$ cat config.mk
export PLATFORM = sky130hd
export DESIGN_NAME = fft64_input_framer
export DESIGN_NICKNAME = d
export VERILOG_FILES = /design/src/rtl/fft64_input_framer.sv
export SDC_FILE = /design/constraint.sdc
export NUM_CORES = 1
export LEC_CHECK = 0
export ABC_AREA = 1
export CORE_MARGIN = 2
export CORE_UTILIZATION = 50
export CTS_BUF_LIST = sky130_fd_sc_hd__clkbuf_8
export DETAILED_ROUTE_END_ITERATION = 16
export PLACE_DENSITY = 0.72
export SLEW_MARGIN = 20
export SYNTH_ARGS = -nofsm -noshare
export SYNTH_HDL_FRONTEND = slang
export SYNTH_SLANG_ARGS = --single-unit
export TNS_END_PERCENT = 100
$ cat constraint.sdc
create_clock -name clk -period 3.46 [get_ports clk]
set_input_delay 0.692 -clock clk [delete_from_list [all_inputs] [get_ports clk]]
set_output_delay 0.692 -clock clk [all_outputs]
set_load 0.02 [all_outputs]
$ cat src/rtl/fft64_input_framer.sv
// Serial-to-parallel framer feeding fft64pt_stage1: collects N complex samples per frame
// into ping-pong banks (optionally bit-reversed) and presents a whole frame as flat buses.
module fft64_input_framer #(
  parameter int N      = 64,
  parameter int W      = 2,
  parameter int BITREV = 1
) (
  input  logic                clk,
  input  logic                rst_n,
  input  logic                in_valid,
  output logic                in_ready,
  input  logic                in_sof,
  input  logic signed [W-1:0] in_re,
  input  logic signed [W-1:0] in_im,
  output logic                frame_valid,
  input  logic                frame_ready,
  output logic [N*W-1:0]      frame_re,
  output logic [N*W-1:0]      frame_im,
  output logic                sync_err
);

  localparam int LOGN = $clog2(N);
  typedef logic [LOGN-1:0] idx_t;
  localparam idx_t LAST = idx_t'(N - 1);

  function automatic idx_t slot_of(input idx_t k);
    idx_t r;
    r = k;
    if (BITREV != 0) begin
      for (int b = 0; b < LOGN; b++) begin
        r[b] = k[LOGN-1-b];
      end
    end
    return r;
  endfunction

  logic signed [W-1:0] mem_re [2][N];
  logic signed [W-1:0] mem_im [2][N];

  logic [1:0] full;
  logic       wr_bank;
  logic       rd_bank;
  idx_t       wr_idx;

  logic       accept;
  logic       resync;
  logic       complete;
  logic       take;
  idx_t       widx_eff;
  logic [1:0] full_nxt;
  logic       wr_bank_nxt;

  assign frame_valid = full[rd_bank];

  // Completion and release always target different banks: the write bank is never FULL
  // while accepting, and only a FULL bank can be released.
  always_comb begin
    accept      = in_valid && in_ready;
    resync      = accept && in_sof && (wr_idx != '0);
    widx_eff    = resync ? '0 : wr_idx;
    complete    = accept && (widx_eff == LAST);
    take        = frame_valid && frame_ready;
    wr_bank_nxt = wr_bank ^ complete;
    full_nxt    = full;
    if (complete) full_nxt[wr_bank] = 1'b1;
    if (take)     full_nxt[rd_bank] = 1'b0;
  end

  always_ff @(posedge clk or negedge rst_n) begin
    if (!rst_n) begin
      full     <= 2'b00;
      wr_bank  <= 1'b0;
      rd_bank  <= 1'b0;
      wr_idx   <= '0;
      in_ready <= 1'b1;
      sync_err <= 1'b0;
    end else begin
      full     <= full_nxt;
      wr_bank  <= wr_bank_nxt;
      rd_bank  <= rd_bank ^ take;
      if (accept) wr_idx <= widx_eff + idx_t'(1);
      if (resync) sync_err <= 1'b1;
      in_ready <= !full_nxt[wr_bank_nxt];
    end
  end

  // Sample storage carries no reset; outputs are masked by frame_valid instead.
  always_ff @(posedge clk) begin
    if (accept) begin
      mem_re[wr_bank][slot_of(widx_eff)] <= in_re;
      mem_im[wr_bank][slot_of(widx_eff)] <= in_im;
    end
  end

  always_comb begin
    frame_re = '0;
    frame_im = '0;
    if (frame_valid) begin
      for (int s = 0; s < N; s++) begin
        frame_re[s*W +: W] = mem_re[rd_bank][idx_t'(s)];
        frame_im[s*W +: W] = mem_im[rd_bank][idx_t'(s)];
      end
    end
  end

endmodule

---- After elaboration in Yosys (flattened, before gate mapping) ----
Memories as Yosys holds them, arrays and structs flattened.
Index checks and enable logic that the tools add are counted.
W data, S select, Z words.
storage, ports and cells
  register bits ........................... 12
  RAM bits ................................ 512
  word-level logic and storage cells ...... 51
  memories ................................ 2
memory list
  name    depth  width  read ports  clocked after Yosys merged registers in  write ports  RTL line  source
  mem_im  2      128    1           0                                        1            38        logic signed [W-1:0] mem_im [2][N];
  mem_re  2      128    1           0                                        1            37        logic signed [W-1:0] mem_re [2][N];
cells by class
  add/sub/neg operators ................... 1
  order comparisons ....................... 7
  eq/ne operators ......................... 1
  muxes and demuxes ....................... 18
  bitwise operators ....................... 6
  reductions and logical operators ........ 10
operators with widths
  operator               count
  $mux W128              3
  $demux W2 S6           1
  $mux W6                2
  $logic_and A1 B1 Y1    8
  $ge A7 B7 Y1 const B   1
  $lt A7 B1 Y1 const B   1
  $mux W1                7
  $not A6 Y7             1
  $add A6 B1 Y6 const B  1
  $eq A6 B6 Y1 const B   1
  $lt A1 B2 Y1 const B   3
  $mux W2                3
  $reduce_bool A6 Y1     1
  $and A2 B2 Y2          1
  $demux W1 S1           2
  $ge A1 B1 Y1 const B   2
  $not A2 Y2             1
  $or A2 B2 Y2           1
  $xor A1 B1 Y1          2
  $logic_not A1 Y1       1

---- Longest topological paths before layout ----
  depth in word-level cells ............... 12
  gate-level depth with buffers ........... 15

---- Worst setup path before layout ----
No wires, ideal clock.
  kind .................................... input to register
  from .................................... in in_valid
  to ...................................... mem mem_im[0][0] (netlist name) (enable)
  setup time .............................. 361 ps
  data arrival time ....................... 2384 ps
  slack ................................... 715 ps
  stages on the path ...................... 10
  path buffers ............................ 1
  cell sequence ........................... nand2_1 > nor2_1 > nand2_4 > inv_2 > nor2_1 > ha_1 > ha_1 > nand2_1 > buf_2 > nor3_1
between the ends
  word-level cells in the longest chain between the ends .. 11
  elaborated cells between the ends (all ways) .. 13
  classes of those cells .................. 2 x order compare; 6 x mux; 1 x bitwise; 4 x reduce/logical
ends and longest elaborated chain
  item                                                                       RTL line  source
  start, declared                                                            10        input logic in_valid,
  $logic_and A1 B1 Y1 *                                                      58        accept = in_valid && in_ready;
  $logic_and A1 B1 Y1 (2 in a row)                                           59        resync = accept && in_sof && (wr_idx != '0);
  $mux W6                                                                    60        widx_eff = resync ? '0 : wr_idx;
  $mux W6                                                                    89        if (accept) begin
  $not A6 Y7 (implied by the code)                                           91        mem_im[wr_bank][slot_of(widx_eff)] <= in_im;
  $ge A7 B7 Y1 (implied by the code) / $lt A7 B1 Y1 (equally long branches)  91
  $logic_and A1 B1 Y1 (implied by the code)                                  91
  $mux W2 (implied by the code)                                              91
  $demux W2 S6                                                               91
  $mux W128 (implied by the code) *                                          91
  end, declared                                                              38
Mark *: on every way between the ends. The rest lies on a longest branch, timed or not. The select of a mux whose other input is x is not followed.

---- Worst setup path after layout ----
  from .................................... reg rd_bank
  to ...................................... out frame_im[15]
between the ends
  word-level cells in the longest chain between the ends .. 3
  elaborated cells between the ends (all ways) .. 4
  classes of those cells .................. 3 x mux; 1 x memory
ends and longest elaborated chain
  item                                        RTL line  source
  start, declared                             42        logic rd_bank;
  start signal, assigned                      80        rd_bank <= rd_bank ^ take;
  $mux W1 (implied by the code) (2 in a row)  53        assign frame_valid = full[rd_bank];
  $mux W128 *                                 98        if (frame_valid) begin
  end, declared                               18        output logic [N*W-1:0] frame_im,
Marks and branches as above.

==> results.json <==
{
  "synth_warnings": 0,
  "gp_congestion": 0.8288,
  "die_h_um": 214.4,
  "rows": 77,
  "fin_area_um2": 27720,
  "cts-root-buf": "clkbuf_8",
  "grtUsageTotal": 0.2326,
  "pre_cts_ws_ns": 0.05153,
  "critPathCaptureType": "primary output",
  "crit_start": "rd_bank",
  "syn-instance-count": 2145,
  "ant_nets": 0,
  "synthSimpleGateAreaFrac": 0.2173,
  "viasPerCell": 5.055,
  "cts_sinks": 524,
  "synthFlopType": "edfxtp_1",
  "multi_input_area_um2": 4955,
  "critPathRequiredTime_ns": 2.77,
  "synth-compound-area-share": 0.002771,
  "skew_ns": 0.02679,
  "critPathKind": "flop to primary output",
  "synth_top_family_by_area": "simple AND/OR/NAND/NOR gates",
  "yosys.area.top_type": "edfxtp_1",
  "yosys.area.top_type_share": 0.6949,
  "wl_per_cell_um": 17.83,
  "dp_hpwl_um": 32800,
  "routed-via-count": 15800,
  "synth_nets": 2160,
  "synthArstFlopShare": 0.02290,
  "combPwrFrac": 0.373,
  "r2r_cells": 10,
  "status": "finished clean",
  "synth_edf_count": 512,
  "placed_cells": 2962,
  "drc": 0,
  "rr_startpoint": "in_ready",
  "synthAdderAreaFrac": 0.003393,
  "wl_um": 55710,
  "dpl_cell_area_um2": 25810,
  "grt_pass1_vias": 15640,
  "cts_buffers": 82,
  "initial_core_util": 0.5036,
  "maxCapViolations": 0,
  "synthTopCellsByArea": "edfxtp_1 69%, nand2_1 18%, inv_1 4.6%, nor3_1 2.9%, clkbuf_1 1.5%",
  "final_core_util": 0.6309,
  "num_io_pins": 268,
  "endpoint": "frame_im[15]",
  "reg2reg_to": "mem_im[1][80]",
  "netlist_area_um2": 22130,
  "slew_headroom": 0.3089,
  "internal_power_mw": 12.22,
  "synth.yosys.seq_area_share": 0.7085,
  "cts_tree": "done",
  "vdd.ir_drop.worst_v": 0.0004676,
  "powerDensity_nw_per_um2": 694.1,
  "startpoint_type": "flop",
  "synth_cell_types": 28,
  "drive_above_1_share": 0.08886,
  "clk_pin_slew_worst_paths_ns": 0.06,
  "clk_path_buf_depth": 3,
  "ctsHoldBuffers": 0,
  "period_share": 0.9753,
  "setup_slack_ns": 0.08540,
  "post-synth-top-count-cell": "nand2_1",
  "rrSetupSlack_ns": 0.62,
  "syn_to_final_growth_pct": 25.26,
  "arrival_ns": 2.68,
  "port_buffers": 267,
  "h-tree-depth": 3,
  "clkPwrFrac": 0.255,
  "fin_nets": 2484,
  "grt_overflow": 0,
  "clock.fmax_ghz": 0.2963,
  "p_leak_nw": 13.00,
  "fin_crit_ns": 3.375,
  "antenna_found_initial": 0,
  "die_area_um2": 45950,
  "syn_area_per_cell_um2": 10.32,
  "p_sw_mw": 7.014,
  "final_hold_viol_count": 0,
  "layout.cells.non_filler": 3125,
  "finalMaxSlewViolations": 0,
  "synth_common_cells": "1047 x nand2_1, 512 x edfxtp_1, 274 x inv_1",
  "core_area_um2": 43930,
  "seqPwrFrac": 0.373,
  "register_area_um2": 15680,
  "die_x_um": 214.4,
  "yosys.area_share.xor_xnor": 0,
  "tightestPinTransition_ns": 1.037,
  "insertion_delay_ns": 0.64,
  "p_sw_frac": 0.3646,
  "crit_path_max_fanout": 25,
  "synth_mux_area_frac": 0,
  "synth_seq_cells": 524,
  "fill_cells": 3546,
  "drtPass1Iterations": 6,
  "drtIter0Drc": 1506,
  "grt_max_degree": 139,
  "grt_pass1_wl_um": 82880,
  "hold_path_class": "primary input to flop",
  "setup_viol": 0
}
==> cell type report <==
class	count	area share
tap	592	0.02673
antenna	1	0.00009029
timing repair buffer	355	0.1349
multi-input combinational	1228	0.1788
clock inverter	63	0.01368
inverter	278	0.03828
clock buffer	84	0.04171
sequential	524	0.5658
==> worst min-delay path by stage <==
stage	from	end	slack, ns	depth (start not counted)
detailed placement	sync_err	sync_err	0.54	1
global route	in_im[0]	mem_im[0][18]	0.27	1
CTS	in_im[0]	mem_im[0][18]	0.26	1
global placement	full[0]	rd_bank	0.53	2
floorplan	rst_n	full[0]	0.40	0
finish	in_im[0]	mem_im[0][18]	0.29	1
==> through the flow <==
step / power (mW) / TNS [ns] / hold WS [ns]
2_1_floorplan: 11.18 / 0 / 0.3964
3_3_place_gp: 13.99 / 0 / 0.5278
4_1_cts: 19.00 / -0.005230 / 0.2553
3_5_place_dp: 14.07 / 0 / 0.5394
5_1_grt: 20.23 / -0.1133 / 0.2685
6_report: 19.24 / 0 / 0.2879
==> critical path, cell delays in order, from the launching register on <==
cell	delay, ns
dfrtp_4	0.56
o21ai_4	0.31
buf_12	0.22
clkbuf_16	0.22
nand2_1	0.07
inv_1	0.05
clkdlybuf4s50_1	0.60
==> power groups by stage <==
stage	registers, mW	clock network [mW]	logic [mW]
2_1_floorplan	7.26	0	3.93
3_3_place_gp	7.29	0	6.69
3_5_place_dp	7.29	0	6.78
4_1_cts	7.17	4.97	6.86
5_1_grt	7.18	5.25	7.81
6_report	7.17	4.90	7.17
==> flip-flops by register name, summed over array words and instances, names as in the netlist <==
name and flops:
mem_im 256, mem_re 256, sync_err 1, wr_bank 1
full 2, in_ready 1, wr_idx 6, rd_bank 1
==> layout by cell type, fill, tap and decap left out, types with 18 or more instances in the layout <==
| master | n |
|---|---|
| clkinv_1 | 22 |
| clkbuf_8 | 84 |
| dlymetal6s2s_1 | 34 |
| buf_4 | 68 |
| dlygate4sd2_1 | 18 |
| edfxtp_1 | 512 |
| nor3_1 | 130 |
| inv_1 | 294 |
| clkdlybuf4s50_1 | 211 |
| nand2_1 | 1047 |
==> layer usage <==
layer | global-route usage | routed length (um) | share of wire | vias to the layer above
met5 | 0 | 0 | 0 | -
met4 | 0.09606 | 1774 | 0.032 | 0
met3 | 0.03943 | 4402 | 0.079 | 124
met2 | 0.3942 | 27190 | 0.49 | 677
met1 | 0.2990 | 22330 | 0.40 | 7523
li1 | - | - | - | 7472
==> kinds of logic (layout without fill, tap and decap cells) <==
kind of cell | Yosys count | after routing
fa+ha+maj | 6 | 6
flops | 524 | 524
buf+inv | 393 | 780
other cells | 0 | 1
simple gates | 1211 | 1211
compound gates | 11 | 11
==> repair_timing <==
| action | CTS | global route |
|---|---|---|
| setup endpoints to repair | 141 | 163 |
| pin swaps | 1 | 1 |
| gates cloned | 1 | 6 |
| resized for setup | 23 | 40 |
| setup buffers | 1 | 7 |
No activity file was read; power rests on OpenSTA's default activity.
